`src/rtl/traffic_light_monitor.sv`:
```
// ---------------------------------------------------------------------------
// traffic_light_monitor
//
// Passive checker for the traffic-light controller output. It samples the
// pedestrian request and the five lamp drives on every rising clock edge,
// decodes them into a crossing phase and flags the first protocol violation.
// It also counts completed crossings (WALK entries). The block only observes
// the controller and never drives it.
//
// Ports
//   clock            in   system clock, rising edge active
//   reset            in   synchronous active-low reset
//   start            in   pedestrian request (same signal the controller sees)
//   lightseq[4:0]    in   {car_red, car_amber, car_green, ped_stop, ped_walk}
//   phase[2:0]       out  decoded phase of the last sample
//                         0 IDLE 1 AMBER 2 RED 3 WALK 4 FLASH_ON 5 FLASH_OFF 7 BAD
//   request_pending  out  request seen, crossing not yet begun
//   error            out  sticky violation flag
//   error_code[2:0]  out  first violation: 0 none, 1 illegal pattern,
//                         2 illegal transition, 3 unrequested crossing,
//                         4 walk too short, 5 request timeout
//   crossings[7:0]   out  WALK entry count, wraps 255 -> 0
//
// Phase tracking (phase_q doubles as the "previous phase" register)
//   state      | meaning
//   IDLE       | cars green, pedestrians stopped
//   AMBER      | cars amber, crossing has begun
//   RED        | cars red, pedestrians still stopped
//   WALK       | cars red, pedestrians may walk
//   FLASH_ON   | cars amber, walk lamp on (flashing phase)
//   FLASH_OFF  | all lamps dark (flashing phase)
//   BAD        | lamp pattern not recognised; next legal pattern resyncs
// ---------------------------------------------------------------------------
module traffic_light_monitor #(
  parameter int unsigned MIN_WALK = 3,
  parameter int unsigned MAX_WAIT = 16
) (
  input  logic       clock,
  input  logic       reset,
  input  logic       start,
  input  logic [4:0] lightseq,
  output logic [2:0] phase,
  output logic       request_pending,
  output logic       error,
  output logic [2:0] error_code,
  output logic [7:0] crossings
);

  typedef enum logic [2:0] {
    PH_IDLE      = 3'd0,
    PH_AMBER     = 3'd1,
    PH_RED       = 3'd2,
    PH_WALK      = 3'd3,
    PH_FLASH_ON  = 3'd4,
    PH_FLASH_OFF = 3'd5,
    PH_BAD       = 3'd7
  } phase_e;

  localparam logic [2:0] ERR_NONE    = 3'd0;
  localparam logic [2:0] ERR_PATTERN = 3'd1;
  localparam logic [2:0] ERR_TRANS   = 3'd2;
  localparam logic [2:0] ERR_UNREQ   = 3'd3;
  localparam logic [2:0] ERR_SHORT   = 3'd4;
  localparam logic [2:0] ERR_TIMEOUT = 3'd5;

  localparam logic [7:0] MIN_WALK_C   = 8'(MIN_WALK);
  localparam logic [7:0] WAIT_LAST_C  = 8'(MAX_WAIT - 1);
  localparam logic [7:0] CNT_MAX      = 8'hFF;

  phase_e     phase_q, phase_d;
  logic       pending_q, pending_d;
  logic       error_q, error_d;
  logic [2:0] code_q, code_d;
  logic [7:0] cross_q, cross_d;
  logic [7:0] walk_cnt_q, walk_cnt_d;
  logic [7:0] wait_cnt_q, wait_cnt_d;

  phase_e     ph_new;
  logic       ph_change;
  logic       leaving_walk;
  logic       wait_cond;
  logic       viol_pattern, viol_trans, viol_unreq, viol_short, viol_timeout;

  function automatic logic trans_ok(input phase_e p, input phase_e n);
    logic ok;
    ok = 1'b0;
    if (n == p) begin
      ok = 1'b1;
    end else begin
      case (p)
        PH_IDLE:      ok = (n == PH_AMBER);
        PH_AMBER:     ok = (n == PH_RED);
        PH_RED:       ok = (n == PH_WALK);
        PH_WALK:      ok = (n == PH_FLASH_ON);
        PH_FLASH_ON:  ok = (n == PH_FLASH_OFF) || (n == PH_IDLE);
        PH_FLASH_OFF: ok = (n == PH_FLASH_ON) || (n == PH_IDLE);
        default:      ok = 1'b1;
      endcase
    end
    return ok;
  endfunction

  // Pattern decode
  always_comb begin
    ph_new = PH_BAD;
    case (lightseq)
      5'b00110: ph_new = PH_IDLE;
      5'b01010: ph_new = PH_AMBER;
      5'b10010: ph_new = PH_RED;
      5'b10001: ph_new = PH_WALK;
      5'b01001: ph_new = PH_FLASH_ON;
      5'b00000: ph_new = PH_FLASH_OFF;
      default:  ph_new = PH_BAD;
    endcase
  end

  always_comb begin
    phase_d      = ph_new;
    pending_d    = pending_q;
    error_d      = error_q;
    code_d       = code_q;
    cross_d      = cross_q;
    walk_cnt_d   = walk_cnt_q;
    wait_cnt_d   = 8'd0;

    ph_change    = (ph_new != phase_q);
    leaving_walk = (phase_q == PH_WALK) && (ph_new != PH_WALK);

    viol_pattern = (ph_new == PH_BAD);
    // Coming out of BAD, any legal pattern is accepted to resync.
    viol_trans   = !viol_pattern && (phase_q != PH_BAD) && !trans_ok(phase_q, ph_new);
    viol_unreq   = (phase_q == PH_IDLE) && (ph_new == PH_AMBER) && !pending_q && !start;
    viol_short   = leaving_walk && (walk_cnt_q < MIN_WALK_C);

    // A waiting sample is one decoded as IDLE while a request was already
    // pending before it. The counter passes MAX_WAIT only once (it saturates
    // far above), so the timeout fires a single time per wait.
    wait_cond    = (ph_new == PH_IDLE) && pending_q;
    viol_timeout = wait_cond && (wait_cnt_q == WAIT_LAST_C);
    if (wait_cond) begin
      wait_cnt_d = (wait_cnt_q == CNT_MAX) ? CNT_MAX : wait_cnt_q + 8'd1;
    end

    // A start arriving on the AMBER-entry edge belongs to this crossing.
    if (start) begin
      pending_d = 1'b1;
    end
    if ((ph_new == PH_AMBER) && ph_change) begin
      pending_d = 1'b0;
    end

    // Walk dwell counts WALK samples including the entry sample.
    if (ph_new == PH_WALK) begin
      if (ph_change) begin
        walk_cnt_d = 8'd1;
        cross_d    = cross_q + 8'd1;
      end else if (walk_cnt_q != CNT_MAX) begin
        walk_cnt_d = walk_cnt_q + 8'd1;
      end
    end

    if (!error_q) begin
      if (viol_pattern) begin
        error_d = 1'b1;
        code_d  = ERR_PATTERN;
      end else if (viol_trans) begin
        error_d = 1'b1;
        code_d  = ERR_TRANS;
      end else if (viol_unreq) begin
        error_d = 1'b1;
        code_d  = ERR_UNREQ;
      end else if (viol_short) begin
        error_d = 1'b1;
        code_d  = ERR_SHORT;
      end else if (viol_timeout) begin
        error_d = 1'b1;
        code_d  = ERR_TIMEOUT;
      end
    end
  end

  always_ff @(posedge clock) begin
    if (!reset) begin
      phase_q    <= PH_IDLE;
      pending_q  <= 1'b0;
      error_q    <= 1'b0;
      code_q     <= ERR_NONE;
      cross_q    <= 8'd0;
      walk_cnt_q <= 8'd0;
      wait_cnt_q <= 8'd0;
    end else begin
      phase_q    <= phase_d;
      pending_q  <= pending_d;
      error_q    <= error_d;
      code_q     <= code_d;
      cross_q    <= cross_d;
      walk_cnt_q <= walk_cnt_d;
      wait_cnt_q <= wait_cnt_d;
    end
  end

  assign phase           = phase_q;
  assign request_pending = pending_q;
  assign error           = error_q;
  assign error_code      = code_q;
  assign crossings       = cross_q;

endmodule
```
`config.mk`:
```
export PLATFORM = sky130hd
export DESIGN_NAME = traffic_light_monitor
export DESIGN_NICKNAME = d
export VERILOG_FILES = /design/src/rtl/traffic_light_monitor.sv
export SDC_FILE = /design/constraint.sdc
export NUM_CORES = 1
export LEC_CHECK = 0
export BUFFER_PORTS_ARGS = -buffer_cell sky130_fd_sc_hd__buf_2
export CORE_MARGIN = 2
export CORE_UTILIZATION = 30
export CTS_CLUSTER_DIAMETER = 120
export DETAILED_ROUTE_END_ITERATION = 16
export SYNTH_ARGS = -nofsm -noshare
export SYNTH_HDL_FRONTEND = slang
export SYNTH_SLANG_ARGS = --single-unit
```
`constraint.sdc`:
```
create_clock -name clock -period 1.9 [get_ports clock]
set_clock_uncertainty 0.2 [all_clocks]
set_input_delay 0.19 -clock clock [delete_from_list [all_inputs] [get_ports clock]]
set_output_delay 0.19 -clock clock [all_outputs]
set_load 0.02 [all_outputs]
```
==> results of run 1 <==
worst max-delay path, delay by kind of cell (launching register included):
kind | cells | cell delay, ns
AND/OR/NAND/NOR | 3 | 0.63
AO/OA/AOI/OAI | 3 | 0.46
flip-flops | 1 | 0.37
buffers and inverters | 1 | 0.11
report_power, final:
group | internal (mW) | total (mW) | leakage (nW) | switching (mW)
registers | 0.685 | 0.701 | 0.261 | 0.0167
logic | 0.150 | 0.315 | 0.714 | 0.165
clock network | 0.389 | 0.656 | 0.0552 | 0.267
flip-flops by register name (all words and copies together) (netlist names):
register         flops
phase                3
request_pending      1
error                1
crossings            8
wait_cnt_q           8
walk_cnt_q           8
error_code           3
worst min path at each step:
stage / from / slack (ns) / cells past startpoint / end
after CTS: reset / 0.04 / 3 / walk_cnt_q[6]
after floorplan: reset / 0.15 / 2 / crossings[7]
after global routing: reset / 0.05 / 3 / walk_cnt_q[6]
final: reset / 0.04 / 3 / walk_cnt_q[6]
after global placement: wait_cnt_q[0] / 0.25 / 1 / wait_cnt_q[0]
after detailed placement: wait_cnt_q[0] / 0.26 / 1 / wait_cnt_q[0]
routing by layer:
layer,vias up,wire (um),track usage (%)
li1,974,-,-
met5,-,0,0
met4,0,48,4.47
met1,920,2550,19.4
met2,34,2420,22.6
met3,5,182,3.44
kinds of logic after synthesis:
logic type      Yosys count  synth area share [%]
compound gates           53                  19.1
xor+xnor                  9                  4.43
fa+ha+maj                 3                  1.93
buf+inv                  20                  5.52
flops                    32                  32.9
mux                       9                  4.62
simple gates            106                  31.5
stage by stage:
stage / utilization (%) / total power, mW / setup slack [ns] / instance area, um2
after floorplan: - / 0.880 / -0.0966 / 2000
after global placement: 38.6 / 0.991 / -0.290 / 2430
after detailed placement: 38.6 / 0.994 / -0.305 / 2430
after CTS: 40.7 / 1.65 / 0.00340 / 2570
after global routing: 43.1 / 1.75 / -0.0246 / 2720
final: 43.1 / 1.67 / 0.0186 / 2720
synth_stat cells, types with 3 or more instances:
library cell and instances:
inv_1 4, nand2_1 22, nor3_1 12, clkbuf_1 6, nand2b_1 9, o32ai_1 3, dfxtp_1 32, nor2_1 11
nand3_1 11, a21oi_1 15, nor4_1 4, xor2_1 3, ha_1 3, o21ai_0 6, buf_6 3, a31oi_1 3
buf_2 5, xnor2_1 5, mux2i_1 9, and3_1 6, nand4_1 8
final cells by class:
| type | instances | area, um2 |
|---|---|---|
| inverters | 5 | 18.8 |
| repair buffers | 63 | 467 |
| well taps | 77 | 96.3 |
| multi-input cells | 180 | 1380 |
| fillers | 638 | 3590 |
| flip-flops and latches | 32 | 647 |
| clock buffers | 6 | 72.6 |
| clock inverters | 2 | 35.0 |
repair_timing:
action / CTS / global route
buffers inserted: 0 / 2
setup endpoints to repair: 9 / 11
hold buffers: 1 / 0
resized for setup: 6 / 28
hold endpoints to repair: 1 / 0
pin swaps: 0 / 12
==> impl_metrics.tcl, run 1 <==
set metrics [dict create \
    setup_violations 0 \
    hp-class "primary input to register" \
    fin_hold_ws_ns 0.0410 \
    fmax_mhz 532 \
    tightest_slew_ns 0.398 \
    ir_drop_v 0.000369 \
    clk_pin_slew_ns 0.07 \
    crit_fanout 5 \
    critical_path_class "register to register" \
    syn-cell-area_mm2 0.00195 \
    async_flop_share_pct 0 \
    drt_iter0_markers 95 \
    leakagePower_nw 1.03 \
    cts_made_buffers 5 \
    finalNetCount 298 \
    clockBufferDepth 2 \
    synth.area.top_cells "dfxtp_1 (33%), mux2i_1 (4.6%), nand2_1 (4.2%)" \
    hold_viol_final 0 \
    synth_largest_area_cell "dfxtp_1" \
    worst_setup_path_end_kind "register" \
    cts.sinks 32 \
    grt_overflow 0 \
    syn_inst 232 \
    synth.top_cell.area_share_pct 32.9 \
    endpoint "error_code[0]" \
    synth_ff_type "dfxtp_1" \
    initial_utilization_pct 30.9 \
    setup-tns-final_ns 0 \
    slowest_stage "dfxtp_4" \
    final.period_utilization_pct 99.0 \
    htree_levels 2 \
    drcViolationCount 0 \
    status "completed" \
    rrSetupSlack_ns 0.02 \
    slowest_delay_ns 0.37 \
    synth.distinct_cells 60 \
    period_minus_slack_ns 1.88 \
    r2r_cells 7 \
    final_antenna_net_count 0 \
    crit_chain "nor2b_4 -> buf_6 -> and3_4 -> a31o_2 -> and4bb_2 -> a21boi_2 -> o21ai_1" \
    gp_congestion 0.811 \
    io_buffers 23 \
    die_w_um 84.6 \
    maxCapViolCount 0 \
    final_cell_mix "buf_4 (33), dfxtp_1 (29), buf_2 (23), nand2_1 (22), a21oi_1 (14)" \
    seq_area_frac_synth_pct 32.9 \
    syn_avg_cell_area_um2 8.40 \
    antenna_cells 0 \
    finalMaxSlewViolations 0 \
    syn_to_final_growth_pct 39.5 \
    cp.arrival_ns 1.86 \
    ys_ff_latch 32 \
    placed_cells 354 \
    viasPerCell 5.30 \
    cp-startpoint "phase[0]" \
    grt_pass1_vias 1778 \
    first_pass_iters 4 \
    vias 1933 \
    synth_edf_count 0 \
    ys_warn_count 0 \
    grt_max_degree 21 \
    place_hpwl_um 3770 \
    final_common_cell "buf_4" \
    startpoint_type "register" \
    die_y_um 84.6 \
    relSlewSlack_pct 73.2 \
    grt_pass1_wl_um 8430 \
    wire_per_inst_um 14.2 \
    core_mm2 0.00631 \
    r2r-end "error_code[0]" \
    fin_cells 365 \
    routed_wl_um 5200 \
    cts_tree "yes" \
    r2r-start "phase[0]" \
    die_area_mm2 0.00716 \
    clock_latency_ns 0.29 \
    drive_gt1_share_pct 37.2 \
    track_usage_pct 14.3 \
    io_pins 24 \
    antenna_found_initial 0 \
    fp-row-count 29 \
    p_per_area_mw_per_mm2 615 \
    critical_path_required_ns 1.88 \
    cts-root-buf "clkbuf_8" \
    syn-num-nets 243 \
]
Note: power is estimated with default switching activity, not from simulation.
==> run 2: changes to the inputs <==
--- a/config.mk
+++ b/config.mk
@@ -5,6 +5,7 @@
 export SDC_FILE = /design/constraint.sdc
 export NUM_CORES = 1
 export LEC_CHECK = 0
+export ABC_AREA = 1
 export BUFFER_PORTS_ARGS = -buffer_cell sky130_fd_sc_hd__buf_2
 export CORE_MARGIN = 2
 export CORE_UTILIZATION = 30
==> run 2 against run 1 <==
Register-to-register slack improved by 0.15 ns. Sequential share of layout area increased by 3.5 points. Clock power decreased by 19%. Final area decreased by 12%. Largest power group unchanged.
==> impl_metrics.tcl, run 2 <==
set metrics [dict create \
    fin_ws_ns 0.165 \
    ys_ff_latch 32 \
    final.period_utilization_pct 91.3 \
    maxCapViolCount 0 \
    worst_setup_path_end_kind "register" \
    grt_overflow 0 \
    cp_num_buf_inv 3 \
    synth_ff_type "dfxtp_1" \
    final_common_cell "nand2_1" \
    slowest_delay_ns 0.37 \
    io_pins 24 \
    seq_area_frac_synth_pct 35.1 \
    antenna_cells 0 \
    clk_pin_slew_ns 0.07 \
    finalMaxSlewViolations 0 \
    die_area_mm2 0.00672 \
    met3_usage_pct 3.41 \
    crit_chain "buf_4 -> nor4_2 -> buf_4 -> nand3_1 -> and3_1 -> nand3_2 -> nand2_1 -> inv_1 -> nor2_1 -> nor2_1" \
    gp_congestion 0.814 \
    fin_hold_ws_ns 0.0400 \
    die_y_um 82.0 \
    tightest_slew_ns 0.346 \
    ys_warn_count 0 \
    r2r-start "phase[1]" \
    endpoint "error_code[2]" \
    crit_fanout 4 \
    synth.distinct_cells 34 \
    place_hpwl_um 3180 \
    synth.area.top_cells "dfxtp_1 (35%), nand2_1 (9.9%), inv_1 (7.4%)" \
    ir_drop_v 0.000444 \
    preCtsSetupSlack_ns -0.107 \
    drcViolationCount 0 \
    routed_wl_um 4050 \
    busiest_layer "met2" \
    htree_levels 2 \
    viasPerCell 4.66 \
    multi_input_area_mm2 0.00108 \
    leakagePower_nw 1.04 \
    regArea_um2 652 \
    synth_common_cells "nand2_1 (48), inv_1 (36), dfxtp_1 (32), nor2_1 (30), nand3_1 (22)" \
    clock_latency_ns 0.28 \
    vias 1835 \
    initial_utilization_pct 31.0 \
    track_usage_pct 12.9 \
    clockBufferDepth 2 \
    cts.sinks 32 \
    holdBufCountCts 0 \
    hp-class "primary input to register" \
    fillerInstances 622 \
    slowest_stage "dfxtp_4" \
    critical_path_required_ns 1.91 \
    wire_per_inst_um 10.3 \
    cpLargestDelayFamily "simple AND/OR/NAND/NOR gates" \
    syn-cell-area_mm2 0.00183 \
    design_area_mm2 0.00239 \
    syn_avg_cell_area_um2 6.89 \
    final_cell_mix "nand2_1 (44), inv_1 (34), nor2_1 (29), dfxtp_1 (29)" \
    r2r-end "error_code[2]" \
    final_antenna_net_count 0 \
    fmax_mhz 576 \
    grt_pass1_vias 1673 \
    cts_tree "yes" \
    grt_max_degree 15 \
    met2_usage_pct 23.0 \
    cp-startpoint "phase[1]" \
    rrSetupSlack_ns 0.16 \
    fp-row-count 28 \
    grt_pass1_wl_um 6860 \
    antenna_found_initial 0 \
    first_pass_iters 4 \
    cp.depth 10 \
    hold_viol_final 0 \
    critical_path_class "register to register" \
    p_per_area_mw_per_mm2 604 \
    core_mm2 0.00589 \
    relSlewSlack_pct 76.8 \
    synth_edf_count 0 \
    cts-root-buf "clkbuf_8" \
    io_buffers 23 \
    synth_largest_area_cell "dfxtp_1" \
    status "completed" \
    grt_use_met1_pct 15.3 \
    synth.most_common_cell "nand2_1" \
    cts_made_buffers 5 \
    placed_area_mm2 0.00220 \
    r2r_cells 10 \
    power_mw 1.44 \
    synth.top_cell.area_share_pct 35.1 \
    syn_to_final_growth_pct 30.8 \
    async_flop_share_pct 0 \
    rsz0062_at_grt "true" \
    syn_inst 265 \
    drt_iter0_markers 83 \
    startpoint_type "register" \
    finalNetCount 329 \
    setup_violations 0 \
    cp.arrival_ns 1.75 \
    syn-num-nets 276 \
    die_w_um 82.0 \
    period_minus_slack_ns 1.74 \
    drive_gt1_share_pct 33.5 \
]
-- run 2: final cells by class --
cell class                 count  area share, %
multi-input combinational    188           45.2
sequential                    32           27.3
timing repair buffer          47           12.5
inverter                      44           7.13
clock inverter                 2          0.419
tap                           75           3.93
clock buffer                   6           3.46
-- run 2: kinds of logic after synthesis --
| logic type | synth area share [%] |
|---|---|
| AND/OR/NAND/NOR | 37.8 |
| buffers and inverters | 9.39 |
| AO/OA/AOI/OAI | 14.2 |
| flip-flops | 35.1 |
| XOR/XNOR | 1.44 |
| adder cells (fa/ha/maj) | 2.06 |
-- run 2: tightest hold or removal path, delay by kind of cell --
| kind | cells | cell delay [ns] |
|---|---|---|
| compound gates | 2 | 0.20 |
| buf+inv | 1 | 0.09 |
-- run 2: worst min path at each step --
stage | from | endpoint | slack [ns] | cells after the start
after global placement | error_code[1] | error_code[1] | 0.25 | 2
after CTS | start | request_pending | 0.04 | 3
after global routing | start | request_pending | 0.08 | 3
after floorplan | reset | request_pending | 0.13 | 2
after detailed placement | error_code[0] | error_code[0] | 0.26 | 2
final | start | request_pending | 0.04 | 3
-- run 2: where the power goes --
group | leakage, nW | internal, mW | switching (mW)
clock network | 0.0510 | 0.289 | 0.243
logic | 0.732 | 0.0831 | 0.125
registers | 0.261 | 0.686 | 0.0170
total | 1.04 | 1.06 | 0.385
-- run 2: metrics by stage --
stage	util, %	instances	setup TNS, ns
floorplan	-	265	0
global placement	37.4	385	-0.410
detailed placement	37.4	385	-0.891
CTS	39.0	393	0
global route	40.6	394	0
finish	40.6	394	0
-- run 2: repair_timing --
item,4_1_cts,5_1_grt
resized for setup,1,25
pin swaps,0,4
setup buffers,0,1
gates cloned,0,0
setup endpoints to repair,1,12
-- run 2: metal layers --
layer	routed length, um	part of all wire, %
met1	1860	46
met5	0	0
met4	29	0.72
met3	127	3.1
met2	2030	50
